`src/rtl/instr_prefetch_unit.sv`:
```
// instr_prefetch_unit: credit-limited instruction prefetch
// FIFO with in-order response tagging and redirect flush.
module instr_prefetch_unit #(
  parameter int unsigned DEPTH    = 4,
  parameter logic [31:0] RESET_PC = 32'h0000_0000
) (
  input  logic        clk,
  input  logic        reset,
  output logic        mem_req_valid,
  output logic [31:0] mem_req_addr,
  input  logic        mem_req_ready,
  input  logic        mem_rsp_valid,
  input  logic [31:0] mem_rsp_data,
  output logic        instr_valid,
  output logic [31:0] instr,
  output logic [31:0] instr_pc,
  input  logic        instr_ready,
  input  logic        redirect,
  input  logic [31:0] redirect_pc
);
  localparam int AW = $clog2(DEPTH);
  localparam int CW = AW + 1;
  localparam logic [CW-1:0] FULL = CW'(DEPTH);

  typedef struct packed {
    logic [31:0] pc;
    logic [31:0] word;
  } ent_t;

  ent_t          fifo [DEPTH];
  logic [31:0]   qpc  [DEPTH];
  logic [AW-1:0] rptr, wptr;
  logic [AW-1:0] qrp, qwp;
  logic [CW-1:0] count, inflight, stale;
  logic [31:0]   fpc;
  logic [CW:0]   credit;
  logic          acc, rsp, push, pop, drop;
  logic          unused_bits;

  assign unused_bits = ^redirect_pc[1:0];

  // Slots already promised: buffered plus live in-flight
  always_comb begin
    credit = {1'b0, count} + {1'b0, inflight}
           - {1'b0, stale};
    mem_req_valid = !reset && !redirect
                 && (inflight < FULL)
                 && (credit < {1'b0, FULL});
    mem_req_addr = fpc;
    acc  = mem_req_valid && mem_req_ready;
    rsp  = mem_rsp_valid && !reset;
    drop = rsp && (stale != '0);
    push = rsp && (stale == '0) && !redirect;
    instr_valid = (count != '0) && !reset;
    pop  = instr_valid && instr_ready && !redirect;
    instr    = fifo[rptr].word;
    instr_pc = fifo[rptr].pc;
  end

  // Control state: fetch pc, pointers and counters
  always_ff @(posedge clk) begin
    if (reset) begin
      fpc      <= RESET_PC;
      count    <= '0;
      inflight <= '0;
      stale    <= '0;
      rptr     <= '0;
      wptr     <= '0;
      qrp      <= '0;
      qwp      <= '0;
    end else begin
      inflight <= inflight + CW'(acc) - CW'(rsp);
      if (acc) begin
        fpc <= fpc + 32'd4;
        qwp <= qwp + AW'(1);
      end
      if (rsp) qrp <= qrp + AW'(1);
      if (redirect) begin
        fpc   <= {redirect_pc[31:2], 2'b00};
        count <= '0;
        rptr  <= '0;
        wptr  <= '0;
        stale <= inflight - CW'(rsp);
      end else begin
        if (push) wptr <= wptr + AW'(1);
        if (pop)  rptr <= rptr + AW'(1);
        count <= count + CW'(push) - CW'(pop);
        if (drop) stale <= stale - CW'(1);
      end
    end
  end

  // Storage: tag pcs of accepted requests, buffer words
  always_ff @(posedge clk) begin
    if (acc) qpc[qwp] <= fpc;
    if (push) fifo[wptr] <= '{pc: qpc[qrp], word: mem_rsp_data};
  end

  a_no_overflow: assert property (
    @(posedge clk) disable iff (reset)
    push |-> (count < FULL));

  a_rsp_owed: assert property (
    @(posedge clk) disable iff (reset)
    mem_rsp_valid |-> (inflight != '0));

endmodule

```
`config.mk`:
```
export PLATFORM = sky130hd
export DESIGN_NAME = instr_prefetch_unit
export DESIGN_NICKNAME = d
export VERILOG_FILES = /design/src/rtl/instr_prefetch_unit.sv
export SDC_FILE = /design/constraint.sdc
export NUM_CORES = 1
export LEC_CHECK = 0
export CAP_MARGIN = 10
export CORE_MARGIN = 5
export CORE_UTILIZATION = 26
export CTS_BUF_LIST = sky130_fd_sc_hd__clkbuf_4
export DETAILED_ROUTE_END_ITERATION = 12
export DONT_BUFFER_PORTS = 1
export GPL_TIMING_DRIVEN = 0
export PLACE_DENSITY = 0.39
export SYNTH_ARGS = -nofsm -noshare
export SYNTH_HDL_FRONTEND = slang
export SYNTH_SLANG_ARGS = --single-unit
export TNS_END_PERCENT = 1
```
`constraint.sdc`:
```
create_clock -name clk -period 3.7 [get_ports clk]
set_input_delay 0.37 -clock clk [delete_from_list [all_inputs] [get_ports clk]]
set_output_delay 0.37 -clock clk [all_outputs]
set_load 0.005 [all_outputs]
```
## Word level (Yosys, flattened, before mapping)

Memories as Yosys holds them, arrays and structs flattened. A register that Yosys moved wholly into a read port is not among the register bits.
Cells that the tools add are included.

| word-level totals | value |
|---|---|
| register bits | 49 |
| bits in latches | 0 |
| bits in writable memories | 384 |
| ROM bits | 0 |
| bits of input ports | 70 |
| output and inout port bits | 98 |
| word-level logic and storage cells | 57 |
| memories | 2 |

Memories:

| memory | words | width | rd ports | clocked after memory_dff | write ports | RTL line | source |
|---|---|---|---|---|---|---|---|
| fifo | 4 | 64 | 1 | 1 | 1 | 30 | `ent_t fifo [DEPTH];` |
| qpc | 4 | 32 | 1 | 1 | 1 | 31 | `logic [31:0] qpc [DEPTH];` |

| operators by class | value |
|---|---|
| $add $sub $neg | 13 |
| $mul | 0 |
| div/mod/pow operators | 0 |
| $lt $le $gt $ge | 2 |
| equality and inequality tests | 0 |
| shift operators | 0 |
| mux-type cells | 12 |
| bitwise gates (word level) | 0 |
| reduce and logical (&&, ||, !) cells | 19 |

Operator list:

| cell | number |
|---|---|
| 32-bit two-way mux | 2 |
| 32-bit by 3-bit adder with 32-bit output, second input constant | 1 |
| 1-bit logical AND | 11 |
| 3-bit by 1-bit subtractor with 3-bit output | 3 |
| 2-bit by 1-bit adder with 2-bit output, second input constant | 4 |
| 2-bit two-way mux | 4 |
| 3-bit by 1-bit adder with 3-bit output | 2 |
| 3-bit two-way mux | 2 |
| 3-bit nonzero test | 2 |
| 3-bit by 3-bit adder with 4-bit output | 1 |
| 4-bit by 3-bit less-than comparator with 1-bit output, second input constant | 1 |
| 1-bit two-way mux | 4 |
| 2-bit nonzero test | 2 |
| 4-bit by 3-bit subtractor with 4-bit output | 1 |
| 3-bit zero test | 1 |
| 3-bit less-than comparator, second input constant | 1 |
| 3-bit by 1-bit subtractor with 3-bit output, second input constant | 1 |
| 1-bit zero test | 2 |
| 2-bit OR reduction | 1 |

## Longest topological paths before layout

Gate-level depths: netlist (run 1).

| logic depth | value |
|---|---|
| word-level depth | 7 |
| gate-level depth with buffers | 17 |
| gate-level depth less buffers | 15 |

## Least setup slack after synthesis (run 1)

Ideal clock, no wire load.

| path | value |
|---|---|
| path kind | reg-to-reg |
| start | register count[1] |
| end | register inflight[2] |
| library setup time | 128 ps |
| arrival time | 3,404 ps |
| required time | 3,572 ps |
| setup slack | 169 ps |
| stages on the path, launching flop included | 18 |
| buffers on the path | 2 |
| clock period less this slack | 3,531 ps |
| cells stage by stage | dfxtp_1 > inv_1 > fa_1 > inv_1 > ha_1 > and3b_1 > nor3_1 > o2111a_1 > inv_2 > buf_6 > buf_4 > ha_1 > inv_1 > ha_1 > fa_1 > xnor2_1 > xnor2_1 > nor2_1 |

| between the ends | value |
|---|---|
| word-level cells in the longest chain between the ends | 7 |

Ends and longest elaborated chain:

| item | RTL line | source |
|---|---|---|
| start: declaration | 34 | `logic [CW-1:0] count, inflight, stale;` |
| start signal: assignment | 87 | `count <= count + CW'(push) - CW'(pop);` |
| 3-bit by 3-bit adder with 4-bit output | 44 | `credit = {1'b0, count} + {1'b0, inflight}` |
| 4-bit by 3-bit subtractor with 4-bit output | 45 | `- {1'b0, stale};` |
| 4-bit by 3-bit less-than comparator with 1-bit output | 48 | `&& (credit < {1'b0, FULL});` |
| 1-bit logical AND | 48 |  |
| 1-bit logical AND | 50 | `acc = mem_req_valid && mem_req_ready;` |
| 3-bit by 1-bit adder with 3-bit output | 72 | `inflight <= inflight + CW'(acc) - CW'(rsp);` |
| 3-bit by 1-bit subtractor with 3-bit output | 72 |  |
| end signal: assignment | 72 |  |
| end: declaration | 34 |  |

Every way passes these cells.
A chain may end at the register's enable or synchronous reset.

## Final worst setup path (run 1)

| path | value |
|---|---|
| start | register count[1] |
| end | output port mem_req_valid |

| between the ends | value |
|---|---|
| word-level cells in the longest chain between the ends | 4 |

Ends and longest elaborated chain:

| item | RTL line | source |
|---|---|---|
| 3-bit by 3-bit adder with 4-bit output | 44 |  |
| 4-bit by 3-bit subtractor with 4-bit output | 45 |  |
| 4-bit by 3-bit less-than comparator with 1-bit output | 48 |  |
| 1-bit logical AND | 48 |  |
| end: declaration | 9 | `output logic mem_req_valid,` |

Every way passes these cells.

==> results.md, run 1 <==
- Run status: completed
- Basic-gate share of the synthesized area counting and, or, nand and nor cells: 5.56%
- Number of DRC violations after detailed-routing iteration 0: 547
- Data required time of the critical path: 3.33 ns
- Slew Limit Fails: 0
- Total of endpoints with negative setup slack in the final report: 0
- Setup crit end kind: primary output
- Detail-routed net length per standard cell: 20.8 um
- Cell count after placement: 1714
- Global-route wire length before repair: 61.2 mm
- XOR/XNOR Fraction of Synth Area: 0.746%
- Clock slew at reported path FFs: 0.06 ns
- Setup crit start kind: flop
- Via density: 4.42
- Post-layout minimum cycle time: 3.56 ns
- Bufs on Longest Clock Path: 3
- Vias: 8798
- Number of buffers created by CTS: 116
- Worst setup path class: flop to primary output
- Final cell count without fillers: 1990
- Number of nets in the final layout: 1154
- Transition at the pin with the smallest max-transition slack: 1.07 ns
- TritonCTS clock tree: yes
- Clk sink count: 419
- Main synth FF type: sky130_fd_sc_hd__edfxtp_1
- Final number of hold-violating endpoints: 0
- Cell area after layout: 20000 um2
- Worst clock skew: 0.0689 ns
- Synthesized flop and latch total: 419
- Sequential-to-total area share from yosys stat: 73.4%
- Warnings, synthesis: 0
- Worst setup margin: 0.143 ns
- Final critical-path share of the clock period: 96.1%
- Biggest fanout along the worst timing path: 8
- Die Wd: 261 um
- Post-CTS Setup Repair Bufs: 0
- Count leader, synth: sky130_fd_sc_hd__edfxtp_1
- Root buffer cell: sky130_fd_sc_hd__clkbuf_4
- Share of layout cells above drive strength 1: 28.8%
- HPWL reported at the end of detailed placement: 26.8 mm
- Post-synth top area cell: sky130_fd_sc_hd__edfxtp_1
- Die extent in y: 261 um
- All-Layer GR Usage: 12.1%
- Area of the mapped netlist: 16400 um2
- Post-Synthesis Mean Instance Area: 19.2 um2
- Synth Area in Compound Gates: 3.44%
- Final Core Density: 31.8%
- Peak supply drop: 0.204 mV
- Path depth of the worst reg2reg path: 16
- Maximum Capacitance Violations: 0
- Iteration count of the initial detailed-routing pass: 5
- Post-place setup slack: -0.142 ns
- Depth of the worst hold-timing path: 3
- Area of the die: 68400 um2
- Remaining antenna violation count after routing: 0
- Area of the core: 62900 um2
- Input/output buffers: 0
- Starting density of the core: 26.2%
- Total wirelength of the detailed-routed design: 41.4 mm
- Data arrival time at the worst-slack endpoint: 3.19 ns
- Maximum number of pins on one net before global-route repair: 45
- Placed cell areas: 17700 um2
- Area growth from synthesis to layout: 21.6%
- Count of unique library cells instantiated by Yosys: 58
- Share of cell area taken by muxes after synthesis: 12.6%
- Standby leakage power: 6.41 nW
- Pwr Density: 510 nW/um2
- Remaining global-route overflow: 0
- Number of antenna violations at the first check in global routing: 2
- Cells after Synth: 857
- Slew headroom: 28.9%
- Number of synthesized flops with an enable pin: 368
- Synth top area cells: sky130_fd_sc_hd__edfxtp_1, sky130_fd_sc_hd__mux4_2, sky130_fd_sc_hd__dfxtp_1
- Via count of the first global-routing pass: 9480
- Gpl congestion: 0.756
- Number of rows created at floorplan: 92
- Min-delay worst type: primary input to flop
- Share of flip-flops with an asynchronous set or reset: 0%
- Proportion of netlist area held by the largest area contributor: 67.2%
- Cell types with the highest counts after synthesis: sky130_fd_sc_hd__edfxtp_1, sky130_fd_sc_hd__mux4_2, sky130_fd_sc_hd__dfxtp_1, sky130_fd_sc_hd__inv_1, sky130_fd_sc_hd__nor2_1
- RSZ-0062 raised after global routing: true
- Deepest level of the CTS H-tree: 3
- Insertion delay of the later-clocked pin in the worst-skew pair: 0.85 ns
- Number of ports placed on the die boundary: 168
- Layout filler cell count: 6228
- Number of design rule violations left after detail routing: 0
- Largest family of logic cells by synthesized area: multiplexers
- F_max: 281 MHz
- Tot Pwr: 0.0102 W
- Adder-cell share of the synthesized area: 2.01%
==> metrics by stage <==
stage,hold slack [ns],setup TNS [ns]
5_1_grt,0.0786,-0.573
4_1_cts,0.00978,-0.459
6_report,0.117,0
3_5_place_dp,0.469,-2.06
2_1_floorplan,0.469,0
3_3_place_gp,0.469,-415.11
==> final timing paths <==
kind	start	slack (ns)	end
setup / recovery	count[1]	0.14	mem_req_valid
hold / removal	redirect	0.12	stale[1]
setup reg to reg	count[1]	0.18	inflight[2]
hold reg to reg	wptr[1]	0.50	wptr[1]
==> cell usage in the layout, fill, tap and decap left out, drive strengths merged, types with 10 or more instances in the layout <==
master and count:
ha 20, mux4 92, edfxtp 368, nand2 22, clkbuf 190, nand3 13, o21ai 20, nor2 32
and2 12, a311oi 10, dlygate4sd3 75, clkinv 26, inv 37, buf 32, xnor2 12, nor4b 10
dfxtp 51, nand4 13
==> critical path, cell delays in order, from the launching register on <==
cell and delay (ns):
sky130_fd_sc_hd__dfxtp_2 0.35, sky130_fd_sc_hd__inv_1 0.08, sky130_fd_sc_hd__fa_1 0.53, sky130_fd_sc_hd__inv_1 0.04
sky130_fd_sc_hd__ha_1 0.29, sky130_fd_sc_hd__and4b_1 0.23, sky130_fd_sc_hd__or3_1 0.40, sky130_fd_sc_hd__o2111ai_2 0.19
sky130_fd_sc_hd__inv_1 0.25
==> flip-flops by register name (all words and copies together) (netlist names), named ones only <==
register / count
count: 3
qrp: 2
rptr: 2
mem_req_addr: 30
fifo: 248
wptr: 2
qpc: 120
qwp: 2
stale: 3
inflight: 3
==> layout make-up <==
cell class | instances | area (um2) | share of cell area, %
clock inverter | 31 | 194 | 0.970
antenna | 2 | 5.00 | 0.0250
multi-input combinational | 359 | 4060 | 20.3
buffer | 46 | 236 | 1.18
timing repair buffer | 83 | 971 | 4.86
tap | 846 | 1060 | 5.29
clock buffer | 169 | 1270 | 6.34
inverter | 35 | 131 | 0.657
sequential | 419 | 12100 | 60.4
==> metal layers <==
metal	share of wire, %	GRT usage, %	up-vias
met5	0	0	-
met3	7.3	4.22	71
met4	2.4	4.86	0
met2	49	20.0	276
met1	41	14.7	4482
li1	-	-	3969
==> power breakdown <==
part           internal, W  switching, W
combinational     0.000305      0.000379
clock              0.00222       0.00189
sequential         0.00529      0.000115
total              0.00781       0.00238
==> timing repair <==
| item | CTS | global route |
|---|---|---|
| cloned | 0 | 0 |
| gates resized for setup | 5 | 10 |
| hold endpoints to repair | 171 | 0 |
| hold buffers | 75 | 0 |
| endpoints found under the setup margin | 69 | 111 |
| pin swaps | 1 | 1 |
==> cells by family (layout without fill, tap and decap cells) <==
kind of cell / count (synthesis) / after routing
multiplexers: 92 / 92
other: 1 / 6
buffers and inverters: 82 / 364
flip-flops: 419 / 419
adder cells (fa/ha/maj): 24 / 24
AND/OR/NAND/NOR: 153 / 153
XOR/XNOR: 14 / 14
AO/OA/AOI/OAI: 72 / 72
(Power assumes the default switching activity.)
==> run 2, diff against run 1 <==
GPL_ROUTABILITY_DRIVEN = 0   (was unset)
==> results of run 2 <==
Final layout, timing and power as in run 1 (identical DEF).
==> run 3, diff against run 2 <==
HOLD_SLACK_MARGIN = 0.02   (was unset)
==> results.md, run 3 (synthesis gave the netlist of run 1 again) <==
- Run status: completed (unchanged)
- Detail-routed net length per standard cell: 20.8 um (about the same)
- Input/output buffers: 0 (unchanged)
- Global-route wire length before repair: 61.3 mm (was 61.2 mm)
- Vias: 8788 (was 8798)
- Area of the core: 62900 um2 (unchanged)
- Maximum Capacitance Violations: 0 (unchanged)
- Die extent in y: 261 um (unchanged)
- Setup crit start kind: flop (unchanged)
- Iteration count of the initial detailed-routing pass: 4 (was 5)
- Slew Limit Fails: 0 (unchanged)
- Number of DRC violations after detailed-routing iteration 0: 548 (was 547)
- F_max: 282 MHz (was 281 MHz)
- Number of buffers created by CTS: 116 (unchanged)
- Number of rows created at floorplan: 92 (unchanged)
- Total of endpoints with negative setup slack in the final report: 0 (unchanged)
- Max FFs per register: 248 (unchanged)
- Data required time of the critical path: 3.33 ns (about the same)
- Placed cell areas: 17700 um2 (unchanged)
- Post-layout minimum cycle time: 3.55 ns (was 3.56 ns)
- Die Wd: 261 um (unchanged)
- HPWL reported at the end of detailed placement: 26.8 mm (unchanged)
- Combined area of the multi-input logic cells: 4060 um2 (unchanged)
- Area growth from synthesis to layout: 21.8% (was 21.6%)
- Peak supply drop: 0.204 mV (about the same)
- Remaining global-route overflow: 0 (unchanged)
- Insertion delay of the later-clocked pin in the worst-skew pair: 0.86 ns (was 0.85 ns)
- Number of nets in the final layout: 1157 (was 1154)
- Slew headroom: 30.5% (was 28.9%)
- Worst clock skew: 0.0741 ns (was 0.0689 ns)
- Clk sink count: 419 (unchanged)
- Bufs on Longest Clock Path: 3 (unchanged)
- Starting density of the core: 26.2% (unchanged)
- Cell count after placement: 1714 (unchanged)
- Clock slew at reported path FFs: 0.07 ns (was 0.06 ns)
- Setup_tns: 0 ns (unchanged)
- Worst reg2reg setup slack: 0.18 ns (about the same)
- Area of the die: 68400 um2 (unchanged)
- Final critical-path share of the clock period: 96.0% (was 96.1%)
- Number of ports placed on the die boundary: 168 (unchanged)
- Via count of the first global-routing pass: 9522 (was 9480)
- Leading cell type in the layout, fill and taps excluded: sky130_fd_sc_hd__edfxtp_1 (unchanged)
- Min-delay worst type: primary input to flop (unchanged)
- Transition at the pin with the smallest max-transition slack: 1.04 ns (was 1.07 ns)
- Tot Pwr: 0.0102 W (about the same)
- Root buffer cell: sky130_fd_sc_hd__clkbuf_4 (unchanged)
- Total wirelength of the detailed-routed design: 41.4 mm (about the same)
- Standby leakage power: 6.42 nW (was 6.41 nW)
- Worst flop-to-flop path endpoint: inflight[2] (unchanged)
- Worst setup path class: flop to primary output (unchanged)
- All-Layer GR Usage: 12.2% (was 12.1%)
- Area taken by flip-flops and latches: 12100 um2 (unchanged)
- Depth of the worst hold-timing path: 4 (was 3)
- Final cell count without fillers: 1994 (was 1990)
- Largest register by flop count: fifo (unchanged)
- RSZ-0062 raised after global routing: true (unchanged)
- Maximum number of pins on one net before global-route repair: 45 (unchanged)
- Layout filler cell count: 6226 (was 6228)
- Pwr Density: 509 nW/um2 (was 510 nW/um2)
- End point of the worst hold path: mem_req_addr[23] (was stale[1])
- Biggest fanout along the worst timing path: 8 (unchanged)
- Data arrival time at the worst-slack endpoint: 3.18 ns (was 3.19 ns)
- Commonest cells after routing, fill and taps aside: sky130_fd_sc_hd__edfxtp_1, sky130_fd_sc_hd__clkbuf_4, sky130_fd_sc_hd__mux4_2 (unchanged)
- Post-CTS Setup Repair Bufs: 0 (unchanged)
- Final number of hold-violating endpoints: 0 (unchanged)
- Setup crit end kind: primary output (unchanged)
- Share of layout cells above drive strength 1: 28.7% (was 28.8%)
- Via density: 4.41 (was 4.42)
- Deepest level of the CTS H-tree: 3 (unchanged)
- Path depth of the worst reg2reg path: 16 (unchanged)
- Remaining antenna violation count after routing: 0 (unchanged)
- Hold wc startpoint: redirect (unchanged)
- Cell area after layout: 20000 um2 (about the same)
- TritonCTS clock tree: yes (unchanged)
- RR Startpoint: count[1] (unchanged)
- Number of design rule violations left after detail routing: 0 (unchanged)
- Number of antenna violations at the first check in global routing: 2 (unchanged)
==> run 3: changes by cell type in the layout (fill, tap and decap cells not counted) <==
cell,change
sky130_fd_sc_hd__diode_2,+1
sky130_fd_sc_hd__dlygate4sd3_1,+3
==> run 3: layer usage <==
layer / global-route usage [%] / wire length, um / up-vias
li1: - / - / 3977
met1: 14.7 / 17200 / 4464
met2: 20.0 / 20200 / 282
met3: 4.22 / 3040 / 65
met4: 4.86 / 921 / 0
met5: 0 / 0 / -
==> run 3: final cells by class <==
| cell class | instances | area share (%) |
|---|---|---|
| well taps | 846 | 5.28 |
| multi-input cells | 359 | 20.3 |
| plain buffers | 46 | 1.18 |
| diodes | 3 | 0.0375 |
| inverters | 35 | 0.656 |
| clock buffers | 169 | 6.33 |
| clock inverters | 31 | 0.968 |
| repair buffers | 86 | 5.00 |
| flip-flops and latches | 419 | 60.3 |
==> run 3: report_power, final <==
part           internal [W]  switching [W]  total (W)
clock               0.00222        0.00189    0.00411
combinational      0.000308       0.000379   0.000686
sequential          0.00529       0.000115    0.00540
total               0.00781        0.00239     0.0102
==> run 3: worst max-delay path: stages (launching register included) <==
cell	delay, ns
sky130_fd_sc_hd__dfxtp_2	0.35
sky130_fd_sc_hd__inv_1	0.08
sky130_fd_sc_hd__fa_1	0.53
sky130_fd_sc_hd__inv_1	0.04
sky130_fd_sc_hd__ha_1	0.29
sky130_fd_sc_hd__and4b_1	0.23
sky130_fd_sc_hd__or3_1	0.40
sky130_fd_sc_hd__o2111ai_2	0.19
sky130_fd_sc_hd__inv_1	0.25
==> run 3: worst max path at each step <==
stage          startpoint  cells after the start       endpoint  slack (ns)
2_1_floorplan    count[1]                     17    inflight[2]        0.17
5_1_grt          count[1]                      8  mem_req_valid       -0.08
4_1_cts          count[1]                     11     qpc[0][19]       -0.04
3_3_place_gp        reset                      4    fifo[1][29]       -1.31
6_report         count[1]                      8  mem_req_valid        0.15
3_5_place_dp     count[1]                     17    inflight[2]       -0.14
==> run 3: what timing repair did <==
action	CTS	global route
pin swaps	1	1
endpoints found under the hold margin	174	0
resized for setup	5	10
hold buffers	78	0
setup endpoints to repair	69	113
==> run 3: per-stage QoR <==
stage	util [%]	hold slack [ns]	setup WS (ns)
floorplan	-	0.469	0.169
global placement	27.9	0.469	-1.31
detailed placement	28.2	0.469	-0.142
CTS	31.8	0.0424	-0.0447
global route	31.9	0.151	-0.0831
finish	31.9	0.188	0.149
